[config.mk]
export PLATFORM = sky130hd
export DESIGN_NAME = load_store_unit
export DESIGN_NICKNAME = d
export VERILOG_FILES = /design/src/rtl/load_store_unit.sv
export SDC_FILE = /design/constraint.sdc
export NUM_CORES = 1
export LEC_CHECK = 0
export CORE_UTILIZATION = 35
export DETAILED_ROUTE_END_ITERATION = 12
export DONT_BUFFER_PORTS = 1
export PLACE_DENSITY = 0.51
export SYNTH_ARGS = -nofsm -noshare
export SYNTH_HDL_FRONTEND = slang
export SYNTH_SLANG_ARGS = --single-unit
[constraint.sdc]
create_clock -name clk -period 4.45 [get_ports clk]
set_input_delay 0.89 -clock clk [delete_from_list [all_inputs] [get_ports clk]]
set_output_delay 0.89 -clock clk [all_outputs]
set_load 0.02 [all_outputs]
[src/rtl/load_store_unit.sv]
// Load/store initiator for a big-endian, word-only data memory with one-cycle read latency.
// Define LSU_SUBWORD_EN to enable byte/half loads (with extension) and read-modify-write stores.
`timescale 1ns/1ps
module load_store_unit #(
    parameter int MEM_BYTES = 1024
) (
    input  logic        clk,
    input  logic        rst,
    input  logic        req_valid,
    output logic        req_ready,
    input  logic        req_we,
    input  logic [1:0]  req_size,
    input  logic        req_signed,
    input  logic [31:0] req_addr,
    input  logic [31:0] req_wdata,
    output logic        resp_valid,
    output logic [31:0] resp_rdata,
    output logic        resp_err,
    output logic [31:0] mem_addr,
    output logic [31:0] mem_wdata,
    output logic        mem_wenable,
    output logic        mem_renable,
    input  logic [31:0] mem_rdata
);

    typedef enum logic [2:0] {
        S_IDLE,
        S_RD,
        S_WAIT,
        S_WR,
        S_RESP,
        S_ERR
    } state_t;

    state_t      state;
    state_t      state_next;

    logic        we_q;
    logic [31:0] addr_q;
    logic [31:0] store_q;
    logic [31:0] rdata_q;
    logic        accept;
    logic        bad;
    logic        word_store;
    logic [31:0] load_val;

`ifdef LSU_SUBWORD_EN
    logic [1:0]  size_q;
    logic        signed_q;
    logic [1:0]  off_q;
    logic [31:0] wdata_q;
    logic [7:0]  byte_sel;
    logic [15:0] half_sel;
    logic [31:0] merge_val;
`else
    logic        unused_subword;
    assign unused_subword = req_signed;
`endif

    assign accept     = req_valid && (state == S_IDLE);
    assign word_store = req_we && (req_size == 2'b10);

    // Fault checks evaluated on the raw request so ERR is decided at accept time
    always_comb begin
        bad = (req_addr >= 32'(MEM_BYTES));
`ifdef LSU_SUBWORD_EN
        case (req_size)
            2'b00:   bad = bad;
            2'b01:   if (req_addr[0]) bad = 1'b1;
            2'b10:   if (req_addr[1:0] != 2'b00) bad = 1'b1;
            default: bad = 1'b1;
        endcase
`else
        if (req_size != 2'b10 || req_addr[1:0] != 2'b00) bad = 1'b1;
`endif
    end

`ifdef LSU_SUBWORD_EN
    // Lane 0 is the most significant byte of the memory word
    always_comb begin
        byte_sel  = 8'h00;
        merge_val = mem_rdata;
        case (off_q)
            2'd0: begin byte_sel = mem_rdata[31:24]; merge_val[31:24] = wdata_q[7:0]; end
            2'd1: begin byte_sel = mem_rdata[23:16]; merge_val[23:16] = wdata_q[7:0]; end
            2'd2: begin byte_sel = mem_rdata[15:8];  merge_val[15:8]  = wdata_q[7:0]; end
            default: begin byte_sel = mem_rdata[7:0]; merge_val[7:0] = wdata_q[7:0]; end
        endcase
        half_sel = off_q[1] ? mem_rdata[15:0] : mem_rdata[31:16];
        load_val = mem_rdata;
        if (size_q == 2'b00) begin
            load_val = {{24{signed_q & byte_sel[7]}}, byte_sel};
        end else if (size_q == 2'b01) begin
            load_val = {{16{signed_q & half_sel[15]}}, half_sel};
            if (off_q[1]) merge_val = {mem_rdata[31:16], wdata_q[15:0]};
            else          merge_val = {wdata_q[15:0], mem_rdata[15:0]};
        end
    end
`else
    assign load_val = mem_rdata;
`endif

    always_comb begin
        state_next  = state;
        req_ready   = 1'b0;
        mem_renable = 1'b0;
        mem_wenable = 1'b0;
        resp_valid  = 1'b0;
        resp_err    = 1'b0;
        case (state)
            S_IDLE: begin
                req_ready = 1'b1;
                if (req_valid) begin
                    if (bad)             state_next = S_ERR;
                    else if (word_store) state_next = S_WR;
                    else                 state_next = S_RD;
                end
            end
            S_RD: begin
                mem_renable = 1'b1;
                state_next  = S_WAIT;
            end
            S_WAIT: state_next = we_q ? S_WR : S_RESP;
            S_WR: begin
                mem_wenable = 1'b1;
                state_next  = S_RESP;
            end
            S_RESP: begin
                resp_valid = 1'b1;
                state_next = S_IDLE;
            end
            S_ERR: begin
                resp_valid = 1'b1;
                resp_err   = 1'b1;
                state_next = S_IDLE;
            end
            default: state_next = S_IDLE;
        endcase
    end

    assign mem_addr   = addr_q;
    assign mem_wdata  = store_q;
    assign resp_rdata = rdata_q;

    // Faulting requests leave the memory-facing registers untouched
    always_ff @(posedge clk or posedge rst) begin
        if (rst) begin
            state    <= S_IDLE;
            we_q     <= 1'b0;
            addr_q   <= 32'h0;
            store_q  <= 32'h0;
            rdata_q  <= 32'h0;
`ifdef LSU_SUBWORD_EN
            size_q   <= 2'b00;
            signed_q <= 1'b0;
            off_q    <= 2'b00;
            wdata_q  <= 32'h0;
`endif
        end else begin
            state <= state_next;
            if (accept && !bad) begin
                we_q   <= req_we;
                addr_q <= {req_addr[31:2], 2'b00};
                if (word_store) store_q <= req_wdata;
`ifdef LSU_SUBWORD_EN
                size_q   <= req_size;
                signed_q <= req_signed;
                off_q    <= req_addr[1:0];
                wdata_q  <= req_wdata;
`endif
            end
            if (state == S_WAIT) begin
`ifdef LSU_SUBWORD_EN
                if (we_q) store_q <= merge_val;
                else      rdata_q <= load_val;
`else
                rdata_q <= load_val;
`endif
            end
        end
    end

endmodule

Word-level counts from Yosys, hierarchy flattened. Index checks and enable logic that the tools add are counted.

Flip-flop bits (word level): 98. Input port bits: 103.

Order comparisons: 1. Eq/ne operators: 8. Reductions and logical operators: 9. Muxes and demuxes: 11.

Operators by type and width (count): greater-or-equal comparator 32 x 11 -> 1 bit (second input constant) (1); one-hot mux 3 bit (4 select lines) (1); 2-to-1 mux 3 bit (3); == test 3 x 2 -> 1 bit (second input constant) (2); == test 3 bit (second input constant) (2); 2-to-1 mux 1 bit (6); != test 2 bit (second input constant) (2); == test 3 x 1 -> 1 bit (second input constant) (1); logical AND 1 bit (3); zero test 3 bit (1); == test 2 bit (second input constant) (1); 2-to-1 mux 2 bit (1); AND reduction 2 bit (1); nonzero test 2 bit (1); OR reduction 2 bit (1); zero test 1 bit (1); logical OR 1 bit (1).

Logic depth before layout (Yosys ltp). Gate-level depths: netlist of run 1.

Depth in word-level cells: 6. Depth in mapped cells: 6. Mapped depth without buffers: 4.

Worst setup path after synthesis of run 1. OpenSTA, ideal clock, no wires.

Kind: input port to flip-flop. Start point: input port req_addr[15]. End point: register store_q[12], in the netlist mem_wdata[12]. Library setup time: 0.125 ns. Path slack: 1.948 ns. Arrival: 2.377 ns. Required time: 4.325 ns. Stages: 5. Path through: nor4_1 > nand4_1 > nor4_4 > buf_6 > mux2_2.

Word-level cells in the longest chain between the ends: 5.

RTL lines: start, declared (RTL line 14) `input logic [31:0] req_addr,`; greater-or-equal comparator 32 x 11 -> 1 bit (RTL line 65) `bad = (req_addr >= 32'(MEM_BYTES));`; 2-to-1 mux 1 bit (RTL line 74) `if (req_size != 2'b10 || req_addr[1:0] != 2'b00) bad = 1'b1;`; zero test 1 bit (RTL line 161) `if (accept && !bad) begin`; logical AND 1 bit (RTL line 161); AND reduction 2 bit (no source line); end signal, assigned (RTL line 164) `if (word_store) store_q <= req_wdata;`; end, declared (RTL line 40) `logic [31:0] store_q;`.

Every way passes these cells. A chain may end at the register's enable or synchronous reset.

Worst setup path after layout of run 1.
Start point: register state[2]. End point: output port resp_err.

Word-level cells in the longest chain between the ends: 2.

RTL lines: start, declared (RTL line 35) `state_t state;`; start signal, assigned (RTL line 160) `state <= state_next;`; == test 3 bit (RTL line 110) `case (state)`; 2-to-1 mux 1 bit (RTL line 110); end, declared (RTL line 18) `output logic resp_err,`.

Every way passes these cells.

==> impl_metrics.ini, run 1 <==
[floorplan]
die_h_um = 105
core_mm2 = 0.0103
die_area_mm2 = 0.0110
io_pins = 204
die_x_um = 105
num_rows = 37
initial_core_util_pct = 36.0

[timing]
fmax_mhz = 376
setup_tns_ns = 0
worstMarginPinSlew_ns = 0.843
fin_skew_ns = 0.0100
setup_viol = 0
rsz0062_at_grt = false
layout_worst_path_cycle_share_pct = 59.8
hold_viol_final = 0
post-route-min-period_ns = 2.66
slew_viol_final = 0
relSlewSlack_pct = 43.7

[worst_setup_path]
path_max_fanout = 8
ff2ff_setup_slack_ns = 2.06
cp_top_family = simple AND/OR/NAND/NOR gates
crit_required_ns = 3.56
critPathCaptureType = output pin
cp.buffers_inverters = 0
cpMaxStageDelayCell = dfrtp_1
r2r-end = mem_wdata[9]
crit_chain = nor2b_1, and2_1
worst-setup-path-type = flop to output pin
cpPeakStageDelay_ns = 0.55
arrival_ns = 1.77
timing.rr.start = state[0]
cp-start-kind = flop
r2r_cells = 5

[power]
p_per_area_mw_per_mm2 = 583
intPower_mw = 1.58
share_comb_of_total_power_pct = 16.1
switching_share_pct = 33.4
leakagePower_nw = 1.94
clkPwrFrac_pct = 26.2
sequentialPowerShare_pct = 57.7
power.net_switching_uw = 791
total_power_mw = 2.37
vdd_ir_drop_max_uv = 234

[global_routing]
grt_pass1_vias = 2067
grt.met3_usage_pct = 5.12
grt_overflow = 0
gr-usage-met2_pct = 20.9
grt_antenna_before_repair = 0
grtUsageTotal_pct = 13.5
grt.busiest_layer = met2
grt_first_pass_wirelength_um = 11100
grt_max_degree = 67
use_met1_pct = 16.0

[yosys]
synth_cells = 240
yosys_warnings = 0
postSynthAreaPerCell_um2 = 15.5
yosys-top-cells-count = dfrtp_1, mux2_2, nor2b_1
synth_seq_cells = 98
synth_ff_type = dfrtp_1
netlist_area_mm2 = 0.00372
synthTopCellsByArea = dfrtp_1, mux2_2, nor2b_1
async_reset_ff_share_pct = 100
synth_top_area_cell = dfrtp_1
yosysSeqAreaShare_pct = 65.9
synth_edf_count = 0
yosysMostFrequentCell = dfrtp_1
synth_top_area_share_pct = 65.9
synth.distinct_cells = 30

[flow_run]
max-cap-violations = 0

[cts]
clk_path_buf_depth = 2
tritoncts = done
cts.clk_slew.worst_paths_ns = 0.10
cts-htree-levels = 3
cts-hold-fix-buffers = 0
cts_root_buffer = clkbuf_8
cts_num_sinks = 98
cts_resized = 0
post-cts-setup-buffer-count = 0
cts-buffers-inserted = 9
insertion_delay_ns = 0.35

[place]
gp_congestion = 0.747
place_hpwl_um = 4960
portBuffers = 0

[drt]
wire_per_inst_um = 18.3
vias_per_cell = 4.98
first_pass_iters = 3
drtAntennaViolNets = 0
drt_iter0_markers = 68
vias = 1906
drc_errors = 0
wl_um = 7020

[layout]
syn_to_final_growth_pct = 9.35
final_nets = 345
diodes = 0
drive_gt1_share_pct = 38.1
fillers = 987

[outcome]
status = completed

[worst_hold_path]
hold_path.class = input pin to async pin
## layout by cell type, fill, tap and decap left out
cell         n
a211oi_1     1
a21oi_1      2
and2_1       1
and3b_1      1
buf_4        4
bufinv_16    2
clkbuf_1     1
clkbuf_8     9
clkinv_2     1
clkinvlp_4   2
conb_1       2
dfrtp_1     98
inv_1        1
inv_4        1
inv_6        1
mux2_1       3
mux2_2      69
mux2i_1      1
nand2_1      2
nand3_1      1
nand4_1      1
nor2_1       2
nor2b_1     24
nor3_1       1
nor3_2       1
nor3_4       1
nor3b_1      1
nor3b_4      1
nor4_1       6
nor4_4       1
o211ai_1     1
o21ai_0      1
o21bai_1     1
or2_2        1
or4_1        1
## metal layers
metal  share of wire, %  routed length, um  vias to the layer above
met2                 46               3240                      142
li1                   -                  -                      824
met3                 11                776                       10
met1                 41               2850                      930
met4                2.2                155                        0
met5                  0                  0                        -
## final cells by class
class | count | area (um2) | area share (%)
Timing Repair Buffer | 4 | 30.0 | 0.738
Clock inverter | 6 | 88.8 | 2.18
Tap cell | 136 | 170 | 4.18
Clock buffer | 10 | 128 | 3.14
Inverter | 2 | 10.0 | 0.246
Sequential cell | 98 | 2450 | 60.3
Multi-Input combinational cell | 127 | 1190 | 29.2
## per-stage QoR
stage / setup WS, ns / instance area [um2] / std cells / util (%) / hold WS, ns
global placement: 1.69 / 3850 / 367 / 37.3 / 0.558
detailed placement: 1.65 / 3850 / 367 / 37.3 / 0.574
finish: 1.79 / 4070 / 383 / 39.4 / 0.534
CTS: 1.78 / 4070 / 383 / 39.4 / 0.575
floorplan: 0.998 / 3720 / 241 / - / 0.533
global route: 1.71 / 4070 / 383 / 39.4 / 0.597
## how the worst max path moves through the flow
stage                            start             to  slack [ns]  cells after the start
final                         state[2]       resp_err        1.79                      2
after global routing          state[2]       resp_err        1.71                      2
after CTS                     state[2]       resp_err        1.78                      2
after detailed placement  req_addr[11]  mem_wdata[22]        1.65                      5
after global placement    req_addr[16]    mem_addr[3]        1.69                      4
after floorplan                    rst   mem_addr[10]         1.0                      1
## power by group through the flow
stage / Sequential [mW] / Clock, mW / Combinational, mW
after floorplan: 1.33 / 0 / 0.358
after global placement: 1.39 / 0 / 0.374
after detailed placement: 1.39 / 0 / 0.390
after CTS: 1.37 / 0.648 / 0.390
after global routing: 1.39 / 0.681 / 0.427
final: 1.37 / 0.622 / 0.380
## sequential cells by signal (all words and copies together), names as in the netlist
register    cells
mem_addr       30
mem_wdata      32
resp_rdata     32
state           3
we_q            1
## cells by family after synthesis
kind of cell | after synthesis | synth area share [%]
AOI/OAI and AO/OA | 6 | 1.01
buffers and inverters | 16 | 2.56
DFF | 98 | 65.9
muxes | 73 | 22.1
other | 1 | 0.101
and+or+nand+nor | 46 | 8.31
Power figures use the tool's default switching activity.
==> inputs of run 2 (changes only) <==
--- a/config.mk
+++ b/config.mk
@@ -8,7 +8,7 @@
 export CORE_UTILIZATION = 35
 export DETAILED_ROUTE_END_ITERATION = 12
 export DONT_BUFFER_PORTS = 1
-export PLACE_DENSITY = 0.51
+export PLACE_DENSITY = 0.53
 export SYNTH_ARGS = -nofsm -noshare
 export SYNTH_HDL_FRONTEND = slang
 export SYNTH_SLANG_ARGS = --single-unit
==> constraint.sdc (replaced) <==
create_clock -name clk -period 2.4 [get_ports clk]
set_input_delay 0.48 -clock clk [delete_from_list [all_inputs] [get_ports clk]]
set_output_delay 0.48 -clock clk [all_outputs]
set_load 0.02 [all_outputs]
==> impl_metrics.ini, run 2 (synthesized netlist as in run 1, its figures left out) <==
[cts]
cts_resized = 0
cts.clk_slew.worst_paths_ns = 0.09
insertion_delay_ns = 0.35
cts-hold-fix-buffers = 0
post-cts-setup-buffer-count = 0
cts_root_buffer = clkbuf_8
tritoncts = done
cts-buffers-inserted = 9
clk_path_buf_depth = 2
cts_num_sinks = 98
cts-htree-levels = 3

[timing]
post-route-min-period_ns = 1.93
worstMarginPinSlew_ns = 0.524
fmax_mhz = 517
hold_viol_final = 0
rsz0062_at_grt = false
layout_worst_path_cycle_share_pct = 80.6
fin_skew_ns = 0.00958
slew_viol_final = 0
setup_tns_ns = 0
relSlewSlack_pct = 65.0
setup_viol = 0

[drt]
drc_errors = 0
wl_um = 7010
first_pass_iters = 4
drtAntennaViolNets = 0
vias_per_cell = 4.92
wire_per_inst_um = 18.2
vias = 1898
drt_iter0_markers = 44

[power]
leakagePower_nw = 1.96
vdd_ir_drop_max_uv = 595
p_per_area_mw_per_mm2 = 1060
total_power_mw = 4.35

[global_routing]
grt_overflow = 0
grt_first_pass_wirelength_um = 11200
grt_max_degree = 99
grtUsageTotal_pct = 13.4
grt_antenna_before_repair = 0
grt_pass1_vias = 2114

[floorplan]
die_h_um = 105
die_x_um = 105
io_pins = 204
initial_core_util_pct = 36.0
die_area_mm2 = 0.0110
core_mm2 = 0.0103
num_rows = 37

[worst_setup_path]
r2r-end = mem_wdata[28]
crit_chain = nor3_2, nand2_1, nor4_4, buf_12, mux2_2
path_max_fanout = 33
worst-setup-path-type = flop to flop
cpPeakStageDelay_ns = 0.50
arrival_ns = 2.17
timing.rr.start = state[0]
cpMaxStageDelayCell = dfrtp_1
crit_required_ns = 2.63
ff2ff_setup_slack_ns = 0.47
cp-start-kind = flop
r2r_cells = 5
critPathCaptureType = flop

[place]
gp_congestion = 0.705
place_hpwl_um = 5010
portBuffers = 0
placed_cells = 371

[layout]
final_nets = 349
fin_cells = 386
final_common_cell = dfrtp_1
drive_gt1_share_pct = 38.8
final_util_pct = 40.0
diodes = 0
layout_common_cells = dfrtp_1, mux2_2, nor2b_1, clkbuf_8, nor4_1
syn_to_final_growth_pct = 10.9

[worst_hold_path]
hold_path.class = input pin to async pin

[outcome]
status = completed

[flow_run]
max-cap-violations = 0
==> run 2: worst max-delay path by stage <==
| stage | startpoint | to | slack, ns |
|---|---|---|---|
| 2_1_floorplan | state[0] | mem_wdata[12] | 0.26 |
| 3_3_place_gp | req_addr[16] | mem_addr[2] | 0.24 |
| 3_5_place_dp | req_addr[16] | mem_addr[2] | 0.23 |
| 4_1_cts | state[0] | mem_wdata[12] | 0.43 |
| 5_1_grt | state[0] | mem_wdata[4] | 0.33 |
| 6_report | state[0] | mem_wdata[28] | 0.47 |
==> run 2: worst max-delay path, delay by kind of cell (launching register included) <==
family / cells / cell delay (ns)
AND/OR/NAND/NOR: 3 / 0.71
flip-flops: 1 / 0.50
multiplexers: 1 / 0.36
buffers and inverters: 1 / 0.25
==> run 2: cell type report <==
type                    count  area, um2
repair buffers              8        110
multi-input cells         127       1190
clock inverters             4       52.6
flip-flops and latches     98       2450
inverters                   2       11.3
clock buffers              11        141
fillers                   980       6200
well taps                 136        170
==> run 2: metrics by stage <==
step | hold WS [ns] | setup slack, ns | cell area (um2)
after floorplan | 0.533 | 0.256 | 3730
after global placement | 0.544 | 0.239 | 3930
after detailed placement | 0.555 | 0.226 | 3930
after CTS | 0.154 | 0.426 | 4130
after global routing | 0.174 | 0.327 | 4130
final | 0.149 | 0.465 | 4130
==> run 2: routing by layer <==
layer,global-route usage (%),share of wire (%),vias up
li1,-,-,833
met1,15.5,39,930
met2,21.8,49,129
met3,6.67,11,6
met4,4.23,1.2,0
met5,0,0,-
==> run 2: power breakdown <==
part           leakage [nW]  switching [mW]  internal (mW)
Clock                0.0877           0.551          0.506
Sequential             1.30           0.583           1.95
Combinational         0.572           0.321          0.441
Total                  1.96            1.46           2.90
